$ cat config.mk
export PLATFORM = sky130hd
export DESIGN_NAME = fsm_serv_burst_flat
export DESIGN_NICKNAME = d
export VERILOG_FILES = /design/src/rtl/fsm_serv_burst_if.sv /design/src/rtl/fsm_serv_burst.sv /design/src/flat_wrapper.sv
export SDC_FILE = /design/constraint.sdc
export NUM_CORES = 1
export LEC_CHECK = 0
export ABC_AREA = 1
export BUFFER_PORTS_ARGS = -buffer_cell sky130_fd_sc_hd__buf_4
export CORE_UTILIZATION = 35
export CTS_CLUSTER_SIZE = 8
export DETAILED_ROUTE_END_ITERATION = 10
export GPL_TIMING_DRIVEN = 0
export SYNTH_ARGS = -nofsm -noshare
export SYNTH_HDL_FRONTEND = slang
export SYNTH_SLANG_ARGS = --single-unit
$ cat constraint.sdc
create_clock -name clk -period 3.43 [get_ports clk]
set_input_delay 0.343 -clock clk [delete_from_list [all_inputs] [get_ports clk]]
set_output_delay 0.343 -clock clk [all_outputs]
set_load 0.02 [all_outputs]
$ cat src/rtl/fsm_serv_burst_if.sv
// Bus bundle of the burst sequencer: CPU-side start/len/address controls in,
// SPI memory bus cycle signals and burst status out.
interface fsm_serv_burst_if #(
    parameter int LEN_W  = 4,
    parameter int ADDR_W = 24
);
    logic              i_start;
    logic              i_cpu_reset;
    logic [LEN_W-1:0]  i_len;
    logic [ADDR_W-1:0] i_base_adr;
    logic              i_ack;
    logic              o_out_cyc;
    logic [ADDR_W-1:0] o_adr;
    logic              o_enable;
    logic [LEN_W-1:0]  o_beat;
    logic              o_busy;
    logic              o_done;
    logic              o_err;

    modport master (
        output i_start, i_cpu_reset, i_len, i_base_adr, i_ack,
        input  o_out_cyc, o_adr, o_enable, o_beat, o_busy, o_done, o_err
    );

    modport slave (
        input  i_start, i_cpu_reset, i_len, i_base_adr, i_ack,
        output o_out_cyc, o_adr, o_enable, o_beat, o_busy, o_done, o_err
    );
endinterface

$ cat src/rtl/fsm_serv_burst.sv
// Burst bus sequencer: runs i_len+1 acked bus beats with auto-incrementing address.
// Optional REQ watchdog enabled by defining FSM_SERV_BURST_WDOG_EN.
module fsm_serv_burst #(
    parameter int LEN_W     = 4,
    parameter int ADDR_W    = 24,
    parameter int ADDR_STEP = 4,
    parameter int TMO_CYC   = 255
) (
    input  logic             clk,
    input  logic             rst,
    fsm_serv_burst_if.slave  bus
);

    typedef enum logic [1:0] {
        S_IDLE,
        S_REQ,
        S_LOAD,
        S_DONE
    } state_t;

    state_t            r_state;
    state_t            w_next;
    logic [LEN_W-1:0]  r_len;
    logic [LEN_W-1:0]  w_len_nxt;
    logic [LEN_W-1:0]  r_beat;
    logic [LEN_W-1:0]  w_beat_nxt;
    logic [ADDR_W-1:0] r_adr;
    logic [ADDR_W-1:0] w_adr_nxt;
    logic              r_out_cyc;
    logic              r_enable;
    logic              r_busy;
    logic              r_done;
    logic              r_err;
    logic              w_err_nxt;
    logic              w_timeout;

`ifdef FSM_SERV_BURST_WDOG_EN
    localparam int TMO_W = $clog2(TMO_CYC + 1);

    logic [TMO_W-1:0] r_tmo;

    // Counter idles at zero outside REQ, so every REQ entry starts a fresh count
    always_ff @(posedge clk) begin
        if (!rst) begin
            r_tmo <= '0;
        end else if (r_state != S_REQ) begin
            r_tmo <= '0;
        end else if (!bus.i_ack) begin
            r_tmo <= r_tmo + TMO_W'(1);
        end
    end

    assign w_timeout = (r_state == S_REQ) && !bus.i_ack &&
                       (r_tmo == TMO_W'(TMO_CYC - 1));
`else
    // TMO_CYC has no effect without the watchdog
    assign w_timeout = 1'b0 && (TMO_CYC > 0);
`endif

    always_comb begin
        w_next     = r_state;
        w_len_nxt  = r_len;
        w_adr_nxt  = r_adr;
        w_beat_nxt = r_beat;
        case (r_state)
            S_IDLE: begin
                if (bus.i_start && bus.i_cpu_reset) begin
                    w_next     = S_REQ;
                    w_len_nxt  = bus.i_len;
                    w_adr_nxt  = bus.i_base_adr;
                    w_beat_nxt = '0;
                end
            end
            S_REQ: begin
                if (!bus.i_cpu_reset) begin
                    w_next = S_IDLE;
                end else if (bus.i_ack) begin
                    w_next = S_LOAD;
                end else if (w_timeout) begin
                    w_next = S_DONE;
                end
            end
            S_LOAD: begin
                if (!bus.i_cpu_reset) begin
                    w_next = S_IDLE;
                end else if (r_beat != r_len) begin
                    w_next     = S_REQ;
                    w_beat_nxt = r_beat + LEN_W'(1);
                    w_adr_nxt  = r_adr + ADDR_W'(ADDR_STEP);
                end else begin
                    w_next = S_DONE;
                end
            end
            S_DONE: begin
                w_next = S_IDLE;
            end
            default: begin
                w_next = S_IDLE;
            end
        endcase
        // Address and beat read as zero whenever the sequencer is idle
        if (w_next == S_IDLE) begin
            w_adr_nxt  = '0;
            w_beat_nxt = '0;
        end
    end

    assign w_err_nxt = (r_state == S_REQ) && (w_next == S_DONE);

    always_ff @(posedge clk) begin
        if (!rst) begin
            r_state   <= S_IDLE;
            r_len     <= '0;
            r_adr     <= '0;
            r_beat    <= '0;
            r_out_cyc <= 1'b0;
            r_enable  <= 1'b0;
            r_busy    <= 1'b0;
            r_done    <= 1'b0;
            r_err     <= 1'b0;
        end else begin
            r_state   <= w_next;
            r_len     <= w_len_nxt;
            r_adr     <= w_adr_nxt;
            r_beat    <= w_beat_nxt;
            r_out_cyc <= (w_next == S_REQ);
            r_enable  <= (w_next == S_LOAD);
            r_busy    <= (w_next != S_IDLE);
            r_done    <= (w_next == S_DONE);
            r_err     <= w_err_nxt;
        end
    end

    assign bus.o_out_cyc = r_out_cyc;
    assign bus.o_adr     = r_adr;
    assign bus.o_enable  = r_enable;
    assign bus.o_beat    = r_beat;
    assign bus.o_busy    = r_busy;
    assign bus.o_done    = r_done;
    assign bus.o_err     = r_err;

endmodule
$ cat src/flat_wrapper.sv
// flat-port wrapper written by rule: the top's interface ports become plain ports
module fsm_serv_burst_flat 
#(
    parameter int LEN_W     = 4,
    parameter int ADDR_W    = 24,
    parameter int ADDR_STEP = 4,
    parameter int TMO_CYC   = 255
)
  (clk, rst, bus_i_start, bus_i_cpu_reset, bus_i_len, bus_i_base_adr, bus_i_ack, bus_o_out_cyc, bus_o_adr, bus_o_enable, bus_o_beat, bus_o_busy, bus_o_done, bus_o_err);
  fsm_serv_burst_if #(.LEN_W(LEN_W), .ADDR_W(ADDR_W)) bus_i ();
  input  logic clk;
  input  logic rst;
  input wire logic [$bits(bus_i.i_start)-1:0] bus_i_start;
  input wire logic [$bits(bus_i.i_cpu_reset)-1:0] bus_i_cpu_reset;
  input wire logic [$bits(bus_i.i_len)-1:0] bus_i_len;
  input wire logic [$bits(bus_i.i_base_adr)-1:0] bus_i_base_adr;
  input wire logic [$bits(bus_i.i_ack)-1:0] bus_i_ack;
  output wire logic [$bits(bus_i.o_out_cyc)-1:0] bus_o_out_cyc;
  output wire logic [$bits(bus_i.o_adr)-1:0] bus_o_adr;
  output wire logic [$bits(bus_i.o_enable)-1:0] bus_o_enable;
  output wire logic [$bits(bus_i.o_beat)-1:0] bus_o_beat;
  output wire logic [$bits(bus_i.o_busy)-1:0] bus_o_busy;
  output wire logic [$bits(bus_i.o_done)-1:0] bus_o_done;
  output wire logic [$bits(bus_i.o_err)-1:0] bus_o_err;
  assign bus_i.i_start = bus_i_start;
  assign bus_i.i_cpu_reset = bus_i_cpu_reset;
  assign bus_i.i_len = bus_i_len;
  assign bus_i.i_base_adr = bus_i_base_adr;
  assign bus_i.i_ack = bus_i_ack;
  assign bus_o_out_cyc = bus_i.o_out_cyc;
  assign bus_o_adr = bus_i.o_adr;
  assign bus_o_enable = bus_i.o_enable;
  assign bus_o_beat = bus_i.o_beat;
  assign bus_o_busy = bus_i.o_busy;
  assign bus_o_done = bus_i.o_done;
  assign bus_o_err = bus_i.o_err;
  fsm_serv_burst #(.LEN_W(LEN_W), .ADDR_W(ADDR_W), .ADDR_STEP(ADDR_STEP), .TMO_CYC(TMO_CYC)) u_core (.clk(clk), .rst(rst), .bus(bus_i));
endmodule
==> metrics.md, run 1 <==
| Metric | Value |
|---|---|
| DP HPWL | about 5000 microns |
| Req. time, crit path | 3.62 ns |
| Global-route usage over all layers | between 10% and 20% |
| VDD IR-drop max | ~0.00015 V |
| YS warnings | 0 |
| Post-synthesis sequential area ratio | 32.0% |
| Drc violations | 0 |
| Commonest non-fill, non-tap cell in the layout | nand2_1 |
| Post-synthesis mux area share | 0% |
| Crit Path Max Fanout | 7 |
| Post-Route WL | 6650 microns |
| Worst slack at placement | 1.73 ns |
| Core area | about 6800 sq um |
| Post-synth EDFFs | 0 |
| Final setup margin | roughly 1.7 ns |
| PD cells | ~320 nW/um^2 |
| Critical path class | flop to flop |
| Initial core utilization | 36.1% |
| Area share of and/or/nand/nor cells after synthesis | between 40% and 50% |
| Average vias per placed instance | about 4.8 |
| Xor and xnor fraction of the mapped netlist area | 1.80% |
| RSZ-0062 raised after global routing | false |
| Routed length on met3 | 391 microns |
| First-pass DRT Iterations | 6 |
| Maximum root-to-sink buffer count | 2 |
| Fillers | about 740 |
| Chip Height | between 80 and 90 microns |
| # Max-Cap Violations | 0 |
| CTS clock-pin slew for the worst setup and hold paths | 0.08 ns |
| Post-synthesis cell type count | 29 |
| Hold Vio Cnt, Final | 0 |
| Combined area of the multi-input logic cells | between 1000 and 1500 sq um |
| First-pass GRT wire length | 11300 microns |
| Synth Area in Compound Gates | 10.9% |
| Die area | 7310 sq um |
| Row Count | 30 |
| TritonCTS clock tree | built |
| Hold Crit Class | input port to flop |
| Largest net degree at the start of global routing | 13 |
| Final setup TNS | 0 ns |
| Final period utilization | about half |
| Post-Syn Nets | 429 |
| Via count | 2626 |
| Clk sink count | 39 |
| Non-Filler Instances | approximately 550 |
| Final net count | between 500 and 600 |
| Starting DRT DRC Count | 150 |
| Critical path launch point type | flop |
| Root Driver | clkbuf_8 |
| Measured slew at the worst slew-check pin | around 0.57 ns |
| Setup violations, final | 0 |
| FF+latch count, synth | 39 |
| WL per Instance | 12.2 microns |
| H-tree levels | 2 |
| Post-synth ARST share | 0% |
| Placed cells | approximately 540 |
| Diode count | 0 |
| P&R area growth vs syn | 28.5% |
| Ys flop type | dfxtp_1 |
| Synthesized instance count | roughly 390 |
| Number of global-route vias before repair | approximately 2.4k |
| Top Metal Used | met4 |
| Placer Congestion | 0.821 |
| GRT overflow | 0 |
| Skew final | approximately 0.0076 ns |
| Post-route ant nets | 0 |
| Main combinational cell family by area after synthesis | simple AND/OR/NAND/NOR gates |
| Layout cells sized above 1 | roughly a quarter |
| Most frequent cells in the layout | nand2_1 (137), buf_4 (67), nand3_1 (43) |
| Status | finished, final reports clean |
| Post-Synth Adder-Cell Area | slightly above 1% |
| Total CTS buffers | 5 |
| Resize count post-CTS | 0 |
| Worst EP arrival | ~1.9 ns |
| Rel. slew slack | 61.7% |
| Lkg Pwr | 1.40 nW |
| Avg Cell Area, Syn | between 6 and 7 sq um |
| Hold_buf cts | 0 |
| Worst setup EP type | flop |
| Clk_lat worst skew | 0.30 ns |
| Storage cell area | 781 sq um |
| Die width | approximately 85 microns |
| Min Tclk post-route | 1.69 ns |
| Max-slew violations | 0 |
| Post-synthesis cell area | between 2000 and 2500 sq um |
| IO buf count | 65 |
| Highest clock rate | between 500 and 600 MHz |
| IO Pins | 66 |
| Total setup buffers inserted after CTS | 0 |
| Metal-1 WL | a little over 3000 microns |
| Total length of routed met2 wires | around 3100 microns |
| Initial antenna violation count | 0 |
cell families after synthesis:
logic type,after synthesis
fa+ha+maj,2
simple gates,247
buf+inv,60
xor+xnor,5
flops,39
other cells,1
compound gates,40
synthesized netlist by cell type (2+ instances only):
cell / n / area, sq um
nand2_1: 137 / 514
nand3_1: 43 / 215
inv_1: 42 / 158
nor2_1: 40 / 150
dfxtp_1: 39 / 781
a21oi_2: 14 / 123
a21oi_1: 11 / 55.1
nand4_1: 11 / 68.8
o21ai_0: 9 / 45.0
or2_2: 5 / 31.3
buf_2: 4 / 20.0
inv_2: 4 / 15.0
nor2_2: 4 / 25.0
o21ai_1: 4 / 20.0
xor2_1: 4 / 35.0
buf_1: 3 / 11.3
nand3b_1: 3 / 22.5
buf_4: 2 / 15.0
buf_6: 2 / 22.5
clkbuf_1: 2 / 7.51
ha_1: 2 / 25.0
nand2_2: 2 / 12.5
routing by layer:
metal	vias to the layer above	global-route usage, %
met4	0	5.30
met1	1151	25.2
li1	1394	-
met3	10	4.28
met5	-	0
met2	71	33.5
registers in the layout (all words and copies together) (netlist names):
name	cells
u_core.bus.o_busy	1
u_core.bus.o_adr	24
u_core.r_state	2
u_core.bus.o_err	1
u_core.bus.o_beat	4
u_core.bus.o_out_cyc	1
u_core.bus.o_done	1
u_core.r_len	4
u_core.bus.o_enable	1
worst max-delay path, cell delays in order, from the launching register on:
cell and delay, ns:
dfxtp_1 0.40, ha_1 0.20, nand2_1 0.11, nor2_2 0.25, nand2_1 0.17, nor2_1 0.17, nand2_1 0.06, nand2_1 0.05
nand3_1 0.06, nand2_1 0.07, a21oi_1 0.05
metrics by stage:
stage	utilization (%)	hold slack [ns]	power [mW]	cell area, sq um
6_report	46.4	0.306	0.999	3130
5_1_grt	46.4	0.302	1.05	3130
4_1_cts	46.4	0.301	1.01	3130
3_5_place_dp	44.8	0.458	0.626	3030
3_3_place_gp	44.8	0.451	0.624	3030
2_1_floorplan	-	0.443	0.565	2440
final timing paths:
| kind | startpoint | endpoint | slack (ns) | depth (start not counted) |
|---|---|---|---|---|
| worst max register to register | u_core.bus.o_adr[2] | u_core.bus.o_adr[22] | 1.74 | 10 |
| worst min-delay path | bus_i_len[2] | u_core.r_len[2] | 0.31 | 3 |
| worst min register to register | u_core.r_len[1] | u_core.r_len[1] | 0.47 | 2 |
| worst max-delay path | u_core.bus.o_adr[2] | u_core.bus.o_adr[22] | 1.74 | 10 |
area by class of cell:
cell class              count  share of cell area (%)
multi-input cells         295                    44.8
flip-flops and latches     39                    24.9
repair buffers             65                    15.6
inverters                  47                    5.63
well taps                  80                    3.19
plain buffers              13                    2.44
clock buffers               5                    2.20
clock inverters             2                    1.20
power by group:
part | switching, mW | internal, mW | total (mW)
Clock | 0.173 | 0.213 | 0.385
Sequential | 0.0105 | 0.463 | 0.474
Combinational | 0.0776 | 0.0628 | 0.140
No activity file was read; power rests on OpenSTA's default activity.
==> run 2, diff against run 1 <==
==> constraint.sdc (replaced) <==
create_clock -name clk -period 1.7 [get_ports clk]
set_input_delay 0.17 -clock clk [delete_from_list [all_inputs] [get_ports clk]]
set_output_delay 0.17 -clock clk [all_outputs]
set_load 0.02 [all_outputs]
==> run 2 against run 1 <==
  * Worst hold slack got worse by 0.17 ns
  * Maximum frequency rose by 10%
  * First-iteration DRC count rose by 15%
  * Highest routed layer unchanged
  * Register-to-register slack got worse by 1.6 ns
  * Total power rose by 100%
  * Global-route usage did not move
  * Non-clock buffer count rose by 6
  * Combinational power rose by 120%
  * Critical endpoint is now u_core.bus.o_beat[1]
  * Die area did not move
  * Routed wire length rose by 3.2%
  * Final cell count rose by 1.1%
==> metrics.md, run 2 (synthesis results as in run 1) <==
| Metric | Value |
|---|---|
| Non-Filler Instances | 552 (+1.1%) |
| TritonCTS clock tree | built |
| Via count | 2652 (+0.99%) |
| Clk sink count | 39 (unchanged) |
| Average vias per placed instance | 4.80 (-0.11%) |
| Setup violations, final | 0 (unchanged) |
| Worst setup EP type | flop |
| Final net count | 507 (+1.2%) |
| Hold Path Cell Cnt | 3 (unchanged) |
| Skew final | 0.00591 ns (-0.00168 ns) |
| Worst EP arrival | 1.76 ns (-0.12 ns) |
| Layout cells sized above 1 | 28.6% (+4.8 points) |
| Placed cells | 539 (unchanged) |
| IO Pins | 66 (unchanged) |
| Initial core utilization | 36.1% (unchanged) |
| Measured slew at the worst slew-check pin | 0.576 ns (+0.00166 ns) |
| First-pass DRT Iterations | 4 (-2) |
| Maximum root-to-sink buffer count | 2 (unchanged) |
| Number of global-route vias before repair | 2407 (+0.33%) |
| Max reg flops | 24 (unchanged) |
| H-tree levels | 2 (unchanged) |
| Hold Vio Cnt, Final | 0 (unchanged) |
| Post-Route WL | 6870 microns (+3.2%) |
| Post-route ant nets | 0 (unchanged) |
| Max-slew violations | 0 (unchanged) |
| Hold_buf cts | 0 (unchanged) |
| Clk_lat worst skew | 0.29 ns (about the same) |
| WL per Instance | 12.4 microns (+2.1%) |
| Final core occ | 48.2% (+1.8 points) |
| Row Count | 30 (unchanged) |
| Commonest non-fill, non-tap cell in the layout | nand2_1 |
| Starting DRT DRC Count | 172 (+15%) |
| Diode count | 0 (unchanged) |
| Tot Pwr | 2.03 mW (+100%) |
| Status | finished, final reports clean |
| Fillers | 730 (-0.68%) |
| Final setup TNS | 0 ns (unchanged) |
| Critical path launch point type | flop |
| Worst reg2reg path depth | 9 (-1) |
| Crit Path Max Fanout | 10 (+3) |
| Critical path class | flop to flop |
| Initial antenna violation count | 0 (unchanged) |
| Global-route usage over all layers | 19.7% (unchanged) |
| Highest clock rate | 652 MHz (+10%) |
| Rel. slew slack | 61.6% (-0.11 points) |
| Hold Crit Class | input port to flop |
| Most frequent cells in the layout | nand2_1 (135), buf_4 (72), inv_1 (42), nand3_1 (42), nor2_1 (35) |
| Final period utilization | 90.2% (+41 points) |
| Total CTS buffers | 5 (unchanged) |
| VDD IR-drop max | 0.000332 V (+110%) |
| Drc violations | 0 (unchanged) |
| IO buf count | 65 (unchanged) |
| Die area | 7310 sq um (unchanged) |
| # Max-Cap Violations | 0 (unchanged) |
| Placer Congestion | 0.821 (unchanged) |
| Root Driver | clkbuf_8 |
| Min Tclk post-route | 1.53 ns (-0.157 ns) |
| Worst hold slack | 0.138 ns (-0.169 ns) |
| CTS clock-pin slew for the worst setup and hold paths | 0.08 ns (about the same) |
| Die width | 85.5 microns (unchanged) |
| Largest net degree at the start of global routing | 13 (unchanged) |
| Lkg Pwr | 1.44 nW (+3.0%) |
| Chip Height | 85.5 microns (unchanged) |
| GRT overflow | 0 (unchanged) |
| First-pass GRT wire length | 11300 microns (about the same) |
| PD cells | 624 nW/um^2 (+96%) |
| DP HPWL | 4930 microns (unchanged) |
| Req. time, crit path | 1.93 ns (-1.69 ns) |
| P&R area growth vs syn | 33.5% |
| Core area | 6760 sq um (unchanged) |
## run 2: cell count changes in the layout (fill, tap and decap cells not counted), sizes merged
cell	before	now
buf	76	81
clkbuf	7	8
## run 2: path summary, 6_finish.rpt
| path | from | to | slack, ns |
|---|---|---|---|
| max | u_core.r_state[1] | u_core.bus.o_beat[1] | 0.17 |
| min | bus_i_len[2] | u_core.r_len[2] | 0.14 |
| max reg2reg | u_core.r_state[1] | u_core.bus.o_beat[1] | 0.17 |
| min reg2reg | u_core.r_len[1] | u_core.r_len[1] | 0.47 |
## run 2: repair_timing
action | 4_1_cts | 5_1_grt
pin swaps | 0 | 4
setup buffers | 0 | 6
gates resized for setup | 1 | 30
endpoints found under the setup margin | 2 | 28
## run 2: layer usage
metal	wire length, microns	up-vias	track usage, %
li1	-	1400	-
met1	3200	1179	25.1
met2	3230	66	33.6
met3	350	7	4.28
met4	87	0	5.30
met5	0	-	0
## run 2: per-stage QoR
stage | area, sq um | setup slack (ns)
floorplan | 2440 | 0.0834
global placement | 3030 | 0.00666
global route | 3250 | -0.00747
finish | 3250 | 0.167
detailed placement | 3030 | -0.000305
CTS | 3140 | 0.0420
## run 2: power by group
group | leakage [nW] | internal (mW) | switching [mW]
Combinational | 1.07 | 0.139 | 0.164
Clock | 0.0502 | 0.429 | 0.343
Sequential | 0.321 | 0.935 | 0.0213
Total | 1.44 | 1.50 | 0.528
## run 2: worst max-delay path, stage by stage (launching register included)
cell     delay [ns]
dfxtp_2        0.34
inv_2          0.06
nor2_8         0.16
inv_4          0.09
o21ai_4        0.25
nand2_4        0.09
inv_2          0.06
buf_4          0.18
nand3_1        0.10
a21oi_2        0.14
## run 2: area by class of cell
class                      instances  area [sq um]  area share [%]
buffer                            13          96.3            2.96
sequential                        39           792            24.3
timing repair buffer              71           531            16.3
tap                               80           100            3.08
clock buffer                       5          68.8            2.11
inverter                          47           179            5.50
multi-input combinational        295          1450            44.6
clock inverter                     2          37.5            1.15
